### src/rtl/adc_sample_packer_if.sv
// Sample-in / packed-word-out bundle between the ADC capture stage and the packer.
// The master side drives samples and controls; the slave side returns packed words.
interface adc_sample_packer_if #(
  parameter int WORD_COUNT_WIDTH = 16
);
  logic [9:0]                  inData;
  logic                        inValid;
  logic                        flush;
  logic                        restart;
  logic [15:0]                 outData;
  logic                        outValid;
  logic                        outSync;
  logic                        outPartial;
  logic [WORD_COUNT_WIDTH-1:0] wordCount;

  modport master (
    output inData, inValid, flush, restart,
    input  outData, outValid, outSync, outPartial, wordCount
  );

  modport slave (
    input  inData, inValid, flush, restart,
    output outData, outValid, outSync, outPartial, wordCount
  );
endinterface

### src/rtl/adc_sample_packer.sv
// Packs a continuous LSB-first stream of 10-bit ADC samples into dense 16-bit words
// (8 samples -> 5 words), with flush of residual bits, restart and group-sync marking.
module adc_sample_packer #(
  parameter int WORD_COUNT_WIDTH = 16
) (
  input  logic                clock,
  input  logic                nReset,
  adc_sample_packer_if.slave  bus
);

  logic [25:0]                 acc_q, acc_d;
  logic [3:0]                  bit_cnt_q, bit_cnt_d;
  logic [2:0]                  word_idx_q, word_idx_d;
  logic                        flush_pend_q, flush_pend_d;
  logic [15:0]                 out_data_q, out_data_d;
  logic                        out_valid_q, out_valid_d;
  logic                        out_sync_q, out_sync_d;
  logic                        out_partial_q, out_partial_d;
  logic [WORD_COUNT_WIDTH-1:0] word_cnt_q, word_cnt_d;

  logic [25:0] acc_ins;
  logic        full_word;
  logic        flush_now;

  // With at most 15 residual bits, the new sample lands in bits [24:0].
  assign acc_ins   = acc_q | ({16'd0, bus.inData} << bit_cnt_q);
  assign full_word = (bit_cnt_q >= 4'd6);
  assign flush_now = bus.flush | flush_pend_q;

  always_comb begin
    acc_d         = acc_q;
    bit_cnt_d     = bit_cnt_q;
    word_idx_d    = word_idx_q;
    flush_pend_d  = flush_pend_q;
    out_data_d    = out_data_q;
    out_valid_d   = 1'b0;
    out_sync_d    = 1'b0;
    out_partial_d = 1'b0;
    word_cnt_d    = word_cnt_q;

    if (bus.restart) begin
      acc_d        = '0;
      bit_cnt_d    = '0;
      word_idx_d   = '0;
      flush_pend_d = 1'b0;
      word_cnt_d   = '0;
    end else if (bus.inValid) begin
      // A flush arriving with a sample is deferred to the next idle cycle.
      if (bus.flush) begin
        flush_pend_d = 1'b1;
      end
      if (full_word) begin
        out_data_d  = acc_ins[15:0];
        out_valid_d = 1'b1;
        out_sync_d  = (word_idx_q == 3'd0);
        word_idx_d  = (word_idx_q == 3'd4) ? 3'd0 : word_idx_q + 3'd1;
        acc_d       = {16'd0, acc_ins[25:16]};
        bit_cnt_d   = bit_cnt_q - 4'd6;
        word_cnt_d  = word_cnt_q + WORD_COUNT_WIDTH'(1);
      end else begin
        acc_d     = acc_ins;
        bit_cnt_d = bit_cnt_q + 4'd10;
      end
    end else if (flush_now) begin
      flush_pend_d = 1'b0;
      word_idx_d   = '0;
      if (bit_cnt_q != 4'd0) begin
        out_data_d    = acc_q[15:0];
        out_valid_d   = 1'b1;
        out_partial_d = 1'b1;
        out_sync_d    = (word_idx_q == 3'd0);
        acc_d         = '0;
        bit_cnt_d     = '0;
        word_cnt_d    = word_cnt_q + WORD_COUNT_WIDTH'(1);
      end
    end
  end

  always_ff @(posedge clock or negedge nReset) begin
    if (!nReset) begin
      acc_q         <= '0;
      bit_cnt_q     <= '0;
      word_idx_q    <= '0;
      flush_pend_q  <= 1'b0;
      out_data_q    <= '0;
      out_valid_q   <= 1'b0;
      out_sync_q    <= 1'b0;
      out_partial_q <= 1'b0;
      word_cnt_q    <= '0;
    end else begin
      acc_q         <= acc_d;
      bit_cnt_q     <= bit_cnt_d;
      word_idx_q    <= word_idx_d;
      flush_pend_q  <= flush_pend_d;
      out_data_q    <= out_data_d;
      out_valid_q   <= out_valid_d;
      out_sync_q    <= out_sync_d;
      out_partial_q <= out_partial_d;
      word_cnt_q    <= word_cnt_d;
    end
  end

  assign bus.outData    = out_data_q;
  assign bus.outValid   = out_valid_q;
  assign bus.outSync    = out_sync_q;
  assign bus.outPartial = out_partial_q;
  assign bus.wordCount  = word_cnt_q;

endmodule

### src/flat_wrapper.sv
// flat-port wrapper written by rule: the top's interface ports become plain ports
module adc_sample_packer_flat 
#(
  parameter int WORD_COUNT_WIDTH = 16
)
  (clock, nReset, bus_inData, bus_inValid, bus_flush, bus_restart, bus_outData, bus_outValid, bus_outSync, bus_outPartial, bus_wordCount);
  adc_sample_packer_if #(.WORD_COUNT_WIDTH(WORD_COUNT_WIDTH)) bus_i ();
  input  logic clock;
  input  logic nReset;
  input wire logic [$bits(bus_i.inData)-1:0] bus_inData;
  input wire logic [$bits(bus_i.inValid)-1:0] bus_inValid;
  input wire logic [$bits(bus_i.flush)-1:0] bus_flush;
  input wire logic [$bits(bus_i.restart)-1:0] bus_restart;
  output wire logic [$bits(bus_i.outData)-1:0] bus_outData;
  output wire logic [$bits(bus_i.outValid)-1:0] bus_outValid;
  output wire logic [$bits(bus_i.outSync)-1:0] bus_outSync;
  output wire logic [$bits(bus_i.outPartial)-1:0] bus_outPartial;
  output wire logic [$bits(bus_i.wordCount)-1:0] bus_wordCount;
  assign bus_i.inData = bus_inData;
  assign bus_i.inValid = bus_inValid;
  assign bus_i.flush = bus_flush;
  assign bus_i.restart = bus_restart;
  assign bus_outData = bus_i.outData;
  assign bus_outValid = bus_i.outValid;
  assign bus_outSync = bus_i.outSync;
  assign bus_outPartial = bus_i.outPartial;
  assign bus_wordCount = bus_i.wordCount;
  adc_sample_packer #(.WORD_COUNT_WIDTH(WORD_COUNT_WIDTH)) u_core (.clock(clock), .nReset(nReset), .bus(bus_i));
endmodule
### config.mk
export PLATFORM = sky130hd
export DESIGN_NAME = adc_sample_packer_flat
export DESIGN_NICKNAME = d
export VERILOG_FILES = /design/src/rtl/adc_sample_packer_if.sv /design/src/rtl/adc_sample_packer.sv /design/src/flat_wrapper.sv
export SDC_FILE = /design/constraint.sdc
export NUM_CORES = 1
export LEC_CHECK = 0
export CAP_MARGIN = 20
export CORE_UTILIZATION = 50
export CTS_BUF_LIST = sky130_fd_sc_hd__clkbuf_16
export CTS_CLUSTER_SIZE = 40
export DETAILED_ROUTE_END_ITERATION = 8
export PLACE_DENSITY_LB_ADDON = 0.05
export SLEW_MARGIN = 25
export SYNTH_ARGS = -nofsm -noshare
export SYNTH_HDL_FRONTEND = slang
export SYNTH_SLANG_ARGS = --single-unit
### constraint.sdc
create_clock -name clock -period 2.4 [get_ports clock]
set_clock_uncertainty 0.05 [all_clocks]
set_input_delay 0.48 -clock clock [delete_from_list [all_inputs] [get_ports clock]]
set_output_delay 0.48 -clock clock [all_outputs]
set_load 0.02 [all_outputs]
Word level (Yosys, flattened, before mapping)
Cells that the tools add are included.

storage, ports and cells
  bits in registers = 69
  bits of input ports = 15
  RAM bits = 0
  logic and storage cells = 73
  memories kept = 0
  memory bits (read-only) = 0
  bits in latches = 0

operators by class
  muxes and demuxes = 40
  eq/ne operators = 4
  bitwise operators = 3
  divide/modulo/power cells = 0
  multipliers = 0
  $add $sub $neg = 4
  reductions and logical operators = 11
  shifts and indexed selects = 1
  order comparisons = 1

operator list
  kind                                                                number
  2-to-1 mux 16 bit                                                   9
  2-to-1 mux 26 bit                                                   5
  OR 26 bit                                                           1
  left shift 10 x 4 -> 26 bit                                         1
  2-to-1 mux 4 bit                                                    5
  adder 16 x 1 -> 16 bit (second input constant)                      1
  2-to-1 mux 1 bit                                                    16
  2-to-1 mux 3 bit                                                    5
  inequality test 3 x 1 -> 1 bit (second input constant)              2
  AND reduction 2 bit                                                 3
  nonzero test 3 bit                                                  2
  adder 4 bit (second input constant)                                 1
  greater-or-equal comparator 4 x 3 -> 1 bit (second input constant)  1
  AND reduction 4 bit                                                 1
  nonzero test 2 bit                                                  2
  nonzero test 4 bit                                                  1
  subtractor 4 x 3 -> 4 bit (second input constant)                   1
  adder 3 x 1 -> 3 bit (second input constant)                        1
  equality test 3 bit (second input constant)                         1
  logical NOT 3 bit                                                   1
  AND reduction 3 bit                                                 1
  inequality test 2 x 1 -> 1 bit (second input constant)              1
  inverter 1 bit                                                      1
  OR 1 bit                                                            1

Depth between registers and ports, before layout
Gate-level depths: netlist (run 1).

  word-level depth = 5
  depth in mapped cells = 8
  mapped depth without buffers = 5

Worst setup path before layout (run 1)
No wires, ideal clock.

  path kind = input port to flip-flop
  start = in bus_restart
  end = reg u_core.word_cnt_q[15] (netlist: u_core.bus.wordCount[15])
  arrival time = 1.730 ns
  path slack = 0.495 ns
  cell stages on the path = 7
  library setup time = 0.125 ns
  buffers on the path = 3
  cell sequence = buf_2 -> nor2_1 -> and2_0 -> buf_2 -> buf_4 -> nor4b_2 -> mux2_4

between the ends
  word-level cells in the longest chain between the ends = 2

RTL lines
  element                                                                                       RTL line                 source
  from (decl)                                                                                   flat_wrapper.sv:13       input wire logic [$bits(bus_i.restart)-1:0] bus_restart;
  inequality test 3 x 1 -> 1 bit (no source line) / nonzero test 3 bit (equally long branches)  n/a
  AND reduction 3 bit (no source line)                                                          n/a
  to (signal assigned)                                                                          adc_sample_packer.sv:99  word_cnt_q <= word_cnt_d;
  to (decl)                                                                                     adc_sample_packer.sv:19  logic [WORD_COUNT_WIDTH-1:0] word_cnt_q, word_cnt_d;

Parallel ways exist; a longest one is shown, timed or not.
A chain may end at the register's enable or synchronous reset.

Final worst setup path (run 1)
  start = in bus_inValid
  end = reg u_core.word_cnt_q[7] (netlist: u_core.bus.wordCount[7])

between the ends
  word-level cells in the longest chain between the ends = 2

RTL lines
  element                                                                           RTL line            source
  from (decl)                                                                       flat_wrapper.sv:11  input wire logic [$bits(bus_i.inValid)-1:0] bus_inValid;
  inequality test 3 x 1 -> 1 bit (no source line), or another cell as far along     n/a
  AND reduction 3 bit (no source line) / 2-to-1 mux 16 bit (equally long branches)  n/a

Parallel ways exist; a longest one is shown, timed or not.

==> results.sh, run 1 <==
export IMPL_status="completed"
export IMPL_hold_viol=0
export IMPL_synth_area_top_cells="dfrtp_1, mux2i_1, a21oi_1"
export IMPL_ys_seq_area_frac=0.4645
export IMPL_syn_avg_cell_area_um2=9.678
export IMPL_layout_min_cycle_time_ps=2105
export IMPL_topRoutingLayerUsed="met4"
export IMPL_fp_row_count=30
export IMPL_cpPeakStageDelay_ps=570
export IMPL_clockRootBuffer="clkbuf_16"
export IMPL_n_antenna_cell=0
export IMPL_place_gp_congestion=0.8772
export IMPL_synth_nets=392
export IMPL_cp_start_kind="primary input"
export IMPL_crit_path_end_kind="flop"
export IMPL_met1_length_mm=4.360
export IMPL_cp_cell_sequence="clkdlybuf4s50_1, or3b_1, o2bb2ai_1, buf_12, o21ai_0, a21oi_1"
export IMPL_critical_path_startpoint="bus_inValid"
export IMPL_critPathKind="primary input to flop"
export IMPL_drc_errors=0
export IMPL_fmax_mhz=475.1
export IMPL_wirelength_mm=9.014
export IMPL_instances_no_fill=536
export IMPL_intPower_mw=2.497
export IMPL_via_count=3142
export IMPL_grt_pass1_wl_mm=14.86
export IMPL_dr_wl_met2_mm=4.034
export IMPL_cellPowerDensity_nw_per_um2=746.5
export IMPL_drtAntennaViolNets=0
export IMPL_placed_cells=520
export IMPL_start_util=0.5255
export IMPL_synth_top_area_share=0.4645
export IMPL_chipHeight_um=86.97
export IMPL_synth_cell_types=48
export IMPL_track_usage=0.2613
export IMPL_r2r_setup_slack_ps=350
export IMPL_hold_class="primary input to async pin"
export IMPL_fin_tns_setup_ps=0
export IMPL_tightest_slew_ps=497.0
export IMPL_rsz0062_at_grt="false"
export IMPL_synth_top_area_cell="dfrtp_1"
export IMPL_via_per_inst=5.862
export IMPL_drtPass1Iterations=5
export IMPL_core_area_um2=6869
export IMPL_netlist_instances=373
export IMPL_clkSinkCount=67
export IMPL_die_w_um=86.97
export IMPL_crit_slowest_cell="clkdlybuf4s50_1"
export IMPL_portBuffers=49
export IMPL_antenna_found_initial=0
export IMPL_place_hpwl_mm=6.093
export IMPL_crit_path_end="u_core.bus.wordCount[7]"
export IMPL_p_seq_frac=0.379
export IMPL_p_sw_uw=984.4
export IMPL_crit_fanout=30
export IMPL_clk_pin_slew_ps=50
export IMPL_power_frac_comb=0.219
export IMPL_synth_seq_cells=67
export IMPL_layout_nets=454
export IMPL_r2r_end="u_core.bus.wordCount[15]"
export IMPL_p_sw_frac=0.2828
export IMPL_htree_levels=3
export IMPL_grt_max_degree=68
export IMPL_crit_arrival_ps=2300
export IMPL_maxCapViolations=0
export IMPL_syn_to_final_growth_pct=29.19
export IMPL_numCtsBuffers=9
export IMPL_wl_per_cell_um=16.82
export IMPL_cts_max_path_buffers=2
export IMPL_cts_setup_buffers=0
export IMPL_relSlewSlack=0.6687
export IMPL_ios=50
export IMPL_power_frac_clock=0.402
export IMPL_cts_tree="built"
export IMPL_grt_pass1_vias=2901
export IMPL_dieArea_um2=7563
export IMPL_grt_ovfl_total=0
export IMPL_setup_viol=0
export IMPL_slew_viol_final=0
export IMPL_synthFlopType="dfrtp_1"
export IMPL_cp_required_ps=2590
export IMPL_cts_hold_buf=0
export IMPL_fillers=570
export IMPL_ir_drop_v=0.0004971
export IMPL_ys_warn_count=0
export IMPL_netlist_area_um2=3610
export IMPL_clock_latency_ps=320
export IMPL_p_leak_nw=1.886
export IMPL_fin_crit_sh=0.8771
export IMPL_drive_above_1_share=0.1364
export IMPL_cts_resized_gates=0
export IMPL_worstReg2RegStart="u_core.bit_cnt_q[2]"
export IMPL_dr_first_iter_drc_count=275
export IMPL_synth_edff_count=0
export IMPL_synthArstFlopShare=1.000
export IMPL_wl_met3_um=481
export IMPL_rr_worst_depth=5
layer usage:
layer  vias up  track usage
li1       1495            -
met3        15      0.05118
met1      1529       0.3732
met5         -            0
met4         0      0.09091
met2       103       0.3973
synth_stat cells, types with 3 or more instances:
library cell	count
ha_1	4
nor2_1	26
clkbuf_1	13
mux2i_1	25
or4_1	6
buf_4	4
o31ai_1	11
o21ai_0	37
mux4_2	3
a21oi_1	44
buf_2	10
nand4_1	4
a31oi_1	5
or3_1	8
nand2b_1	7
inv_1	9
and2_1	10
and4_1	3
dfrtp_1	67
nand2_1	26
o22ai_1	4
a22oi_1	4
nand3_1	8
logic make-up (layout without fill, tap and decap cells):
group                      count (synthesis)  in the layout  synth area share
AOI/OAI and AO/OA                        117            117            0.1979
xor gates and xnor gates                   1              1          0.002427
adders and majority gates                  4              4           0.01387
buffers and inverters                     38            105           0.05130
DFF                                       67             67            0.4645
muxes                                     31             31           0.09844
and+or+nand+nor                          115            115            0.1716
metrics by stage:
| stage | util | setup WS (ps) | cell area, um2 | hold WS (ps) | total power [mW] |
|---|---|---|---|---|---|
| 2_1_floorplan | - | 495.3 | 3610 | 134.4 | 1.745 |
| 3_3_place_gp | 0.6326 | 45.52 | 4345 | 412.0 | 2.086 |
| 3_5_place_dp | 0.6326 | 8.195 | 4345 | 420.4 | 2.099 |
| 4_1_cts | 0.6789 | 311.1 | 4663 | 139.5 | 3.502 |
| 5_1_grt | 0.6789 | 168.2 | 4663 | 149.7 | 3.630 |
| 6_report | 0.6789 | 295.0 | 4663 | 102.6 | 3.481 |
final cells by class:
cell class / instances / area [um2] / area share
clock buffers: 9 / 225.2 / 0.04830
flip-flops and latches: 67 / 1677 / 0.3595
clock inverters: 7 / 92.59 / 0.01986
repair buffers: 80 / 755.7 / 0.1621
multi-input cells: 268 / 1759 / 0.3772
well taps: 96 / 120.1 / 0.02576
inverters: 9 / 33.78 / 0.007244
how the worst min path moves through the flow:
stage                     slack, ps                      to
after floorplan                 130         u_core.acc_q[0]
after global placement          410         u_core.acc_q[9]
after detailed placement        420         u_core.acc_q[9]
after CTS                       140  u_core.bus.outData[14]
after global routing            150         u_core.acc_q[7]
final                           100   u_core.bus.outData[7]
state kept, by name, indices dropped and copies added (netlist names):
name,cells
u_core.bus.outValid,1
u_core.word_idx_q,3
u_core.bus.wordCount,16
u_core.bit_cnt_q,3
u_core.bus.outPartial,1
u_core.flush_pend_q,1
u_core.acc_q,25
u_core.bus.outData,16
u_core.bus.outSync,1
worst max-delay path: cells and delay by family:
family | cells | cell delay, ps
AO/OA/AOI/OAI | 3 | 550
buffers and inverters | 2 | 770
AND/OR/NAND/NOR | 1 | 480
cells in the final DEF, fill, tap and decap left out, drive strengths merged, types with 3 or more instances in the layout:
cell,synthesis,routed
a21oi,44,44
a22oi,4,4
a31oi,5,5
and2,12,12
and4,3,3
buf,16,32
clkbuf,13,9
clkdlybuf4s50,0,48
clkinvlp,0,3
dfrtp,67,67
ha,4,4
inv,9,9
mux2,3,3
mux2i,25,25
mux4,3,3
nand2,26,26
nand2b,7,7
nand3,8,8
nand4,4,4
nor2,26,26
o21ai,38,38
o22ai,4,4
o31ai,11,11
or3,8,8
or4,6,6
power groups by stage:
stage          Clock [mW]  Sequential (mW)  Combinational [mW]
5_1_grt              1.47             1.33               0.828
3_5_place_dp            0             1.34               0.759
6_report             1.40             1.32               0.762
4_1_cts              1.41             1.32               0.765
3_3_place_gp            0             1.34               0.750
2_1_floorplan           0             1.42               0.320
No activity file was read; power rests on OpenSTA's default activity.
==> run 2: changes to the inputs <==
--- a/config.mk
+++ b/config.mk
@@ -11,7 +11,7 @@
 export CTS_CLUSTER_SIZE = 40
 export DETAILED_ROUTE_END_ITERATION = 8
 export PLACE_DENSITY_LB_ADDON = 0.05
-export SLEW_MARGIN = 25
+export SLEW_MARGIN = 15
 export SYNTH_ARGS = -nofsm -noshare
 export SYNTH_HDL_FRONTEND = slang
 export SYNTH_SLANG_ARGS = --single-unit
==> results of run 2 <==
Same layout as run 1: the final DEF is identical, and so are final timing and power.
==> run 3: changes to the inputs <==
--- a/config.mk
+++ b/config.mk
@@ -5,6 +5,7 @@
 export SDC_FILE = /design/constraint.sdc
 export NUM_CORES = 1
 export LEC_CHECK = 0
+export ABC_AREA = 1
 export CAP_MARGIN = 20
 export CORE_UTILIZATION = 50
 export CTS_BUF_LIST = sky130_fd_sc_hd__clkbuf_16
==> results.sh, run 3 <==
export IMPL_status="completed"
export IMPL_drtPass1Iterations=5
export IMPL_post_synth_xor_area_fraction=0
export IMPL_wirelength_mm=9.689
export IMPL_critPathKind="flop to output pin"
export IMPL_cts_max_path_buffers=2
export IMPL_cp_start_kind="flop"
export IMPL_wl_per_cell_um=14.50
export IMPL_via_per_inst=5.310
export IMPL_worst_path_buf_inv=1
export IMPL_synth_top_area_share=0.4434
export IMPL_placed_cells=652
export IMPL_chipHeight_um=88.96
export IMPL_slew_viol_final=0
export IMPL_synth_fa_ha_area_frac=0.01324
export IMPL_cts_tree="built"
export IMPL_netlist_area_um2=3781
export IMPL_drc_errors=0
export IMPL_cts_hold_buf=0
export IMPL_netlist_instances=513
export IMPL_htree_levels=3
export IMPL_clk_pin_slew_ps=60
export IMPL_clockRootBuffer="clkbuf_16"
export IMPL_rsz0062_at_grt="false"
export IMPL_grt_pass1_wl_mm=16.08
export IMPL_most_common_layout_cells="nand2_1, dfrtp_1, nor2_1"
export IMPL_ios=50
export IMPL_dr_wl_met2_mm=4.516
export IMPL_clock_latency_ps=330
export IMPL_synth_edff_count=0
export IMPL_cp_cell_sequence="clkdlybuf4s50_1"
export IMPL_layout_commonest_cell="nand2_1"
export IMPL_syn_avg_cell_area_um2=7.371
export IMPL_numCtsBuffers=9
export IMPL_met1_length_mm=4.462
export IMPL_synth_cell_types=34
export IMPL_cp_required_ps=1870
export IMPL_cts_setup_buffers=0
export IMPL_top_register="u_core.acc_q"
export IMPL_synth_top_family_by_area="simple AND/OR/NAND/NOR gates"
export IMPL_cellPowerDensity_nw_per_um2=915.0
export IMPL_tightest_slew_ps=490.7
export IMPL_synth_most_common_cell="nand2_1"
export IMPL_drtAntennaViolNets=0
export IMPL_place_gp_congestion=0.9005
export IMPL_clkSinkCount=67
export IMPL_yosys_area_share_simple=0.3306
export IMPL_fillers=668
export IMPL_crit_arrival_ps=1530
export IMPL_wl_met3_um=575
export IMPL_drive_above_1_share=0.08260
export IMPL_setup_ws_ps=337.4
export IMPL_netlist_top_cells_count="nand2_1, dfrtp_1, nor2_1"
export IMPL_layout_min_cycle_time_ps=2063
export IMPL_ys_warn_count=0
export IMPL_crit_slowest_cell="clkdlybuf4s50_1"
export IMPL_pre_cts_ws_ps=6.194
export IMPL_die_w_um=88.96
export IMPL_fin_tns_setup_ps=0
export IMPL_synth_compound_area_frac=0.1089
export IMPL_via_count=3547
export IMPL_synth_nets=532
export IMPL_hold_viol=0
export IMPL_grt_pass1_vias=3243
export IMPL_dr_first_iter_drc_count=283
export IMPL_syn_to_final_growth_pct=24.42
export IMPL_start_util=0.5185
export IMPL_core_area_um2=7292
export IMPL_hold_class="primary input to async pin"
export IMPL_synthFlopType="dfrtp_1"
export IMPL_fp_row_count=31
export IMPL_synth_area_top_cells="dfrtp_1, nand2_1, nand3_1"
export IMPL_instances_no_fill=668
export IMPL_cp_top_family="buffers and inverters"
export IMPL_p_leak_nw=2.214
export IMPL_place_hpwl_mm=6.769
export IMPL_fin_crit_sh=0.8594
export IMPL_crit_fanout=9
export IMPL_dieArea_um2=7914
export IMPL_portBuffers=49
export IMPL_ir_drop_v=0.0005528
export IMPL_n_antenna_cell=0
export IMPL_layout_nets=583
export IMPL_synthMuxAreaShare=0
export IMPL_synth_top_area_cell="dfrtp_1"
export IMPL_grt_max_degree=68
export IMPL_ys_seq_area_frac=0.4434
export IMPL_cpPeakStageDelay_ps=670
export IMPL_maxCapViolations=0
export IMPL_crit_path_end_kind="output pin"
export IMPL_setup_viol=0
export IMPL_track_usage=0.2708
export IMPL_largest_reg_flops=25
export IMPL_cts_resized_gates=0
export IMPL_relSlewSlack=0.6725
export IMPL_grt_ovfl_total=0
export IMPL_fmax_mhz=484.8
export IMPL_topRoutingLayerUsed="met4"
export IMPL_fin_util=0.6452
export IMPL_antenna_found_initial=0
export IMPL_synth_seq_cells=67
export IMPL_synthArstFlopShare=1.000
run 3: changes by cell type in the layout (fill, tap and decap cells not counted), sizes merged, moves of 8 or more:
cell | previous run | this run
and2 | 12 | 0
nor2 | 26 | 64
o31ai | 11 | 1
nand4 | 4 | 14
inv | 9 | 65
o21ai | 38 | 29
or3 | 8 | 0
buf | 32 | 12
nand2 | 26 | 137
nand3 | 8 | 58
mux2i | 25 | 0
run 3: stage by stage:
stage                     total power [mW]  hold slack, ps  area, um2
after detailed placement             2.693           407.4       4339
after floorplan                      2.206           134.4       3781
after global routing                 4.526           150.1       4705
final                                4.305           107.2       4705
after CTS                            4.336           134.3       4705
after global placement               2.667           415.5       4339
run 3: report_power, final:
group / internal [mW] / switching, mW
Clock: 1.12 / 0.510
Sequential: 1.33 / 0.142
Combinational: 0.495 / 0.707
Total: 2.95 / 1.36
run 3: cell type report:
class,instances,area (um2),area share
clock buffers,9,225.2,0.04787
repair buffers,60,580.6,0.1234
multi-input cells,361,1712,0.3638
well taps,99,123.9,0.02633
clock inverters,7,140.1,0.02979
flip-flops and latches,67,1677,0.3564
inverters,65,246.5,0.05239
run 3: routing by layer:
metal | global-route usage | up-vias
li1 | - | 1756
met1 | 0.3811 | 1648
met2 | 0.4140 | 130
met3 | 0.05633 | 13
met4 | 0.1010 | 0
met5 | 0 | -
run 3: kinds of logic after synthesis:
kind of cell             count (synthesis)
AO/OA/AOI/OAI                           78
adder cells (fa/ha/maj)                  4
buffers and inverters                   85
flip-flops                              67
AND/OR/NAND/NOR                        279
run 3: worst paths after layout:
path | startpoint | endpoint | slack [ps] | cells after the start
max | u_core.bus.wordCount[0] | bus_wordCount[0] | 340 | 1
min | nReset | u_core.bus.outData[5] | 110 | 2
max reg2reg | u_core.bit_cnt_q[3] | u_core.acc_q[8] | 340 | 7
min reg2reg | u_core.word_idx_q[2] | u_core.bus.outSync | 430 | 1
max in group asynchronous | nReset | u_core.bus.outData[7] | 1880 | 2
min in group clock | u_core.word_idx_q[2] | u_core.bus.outSync | 430 | 1
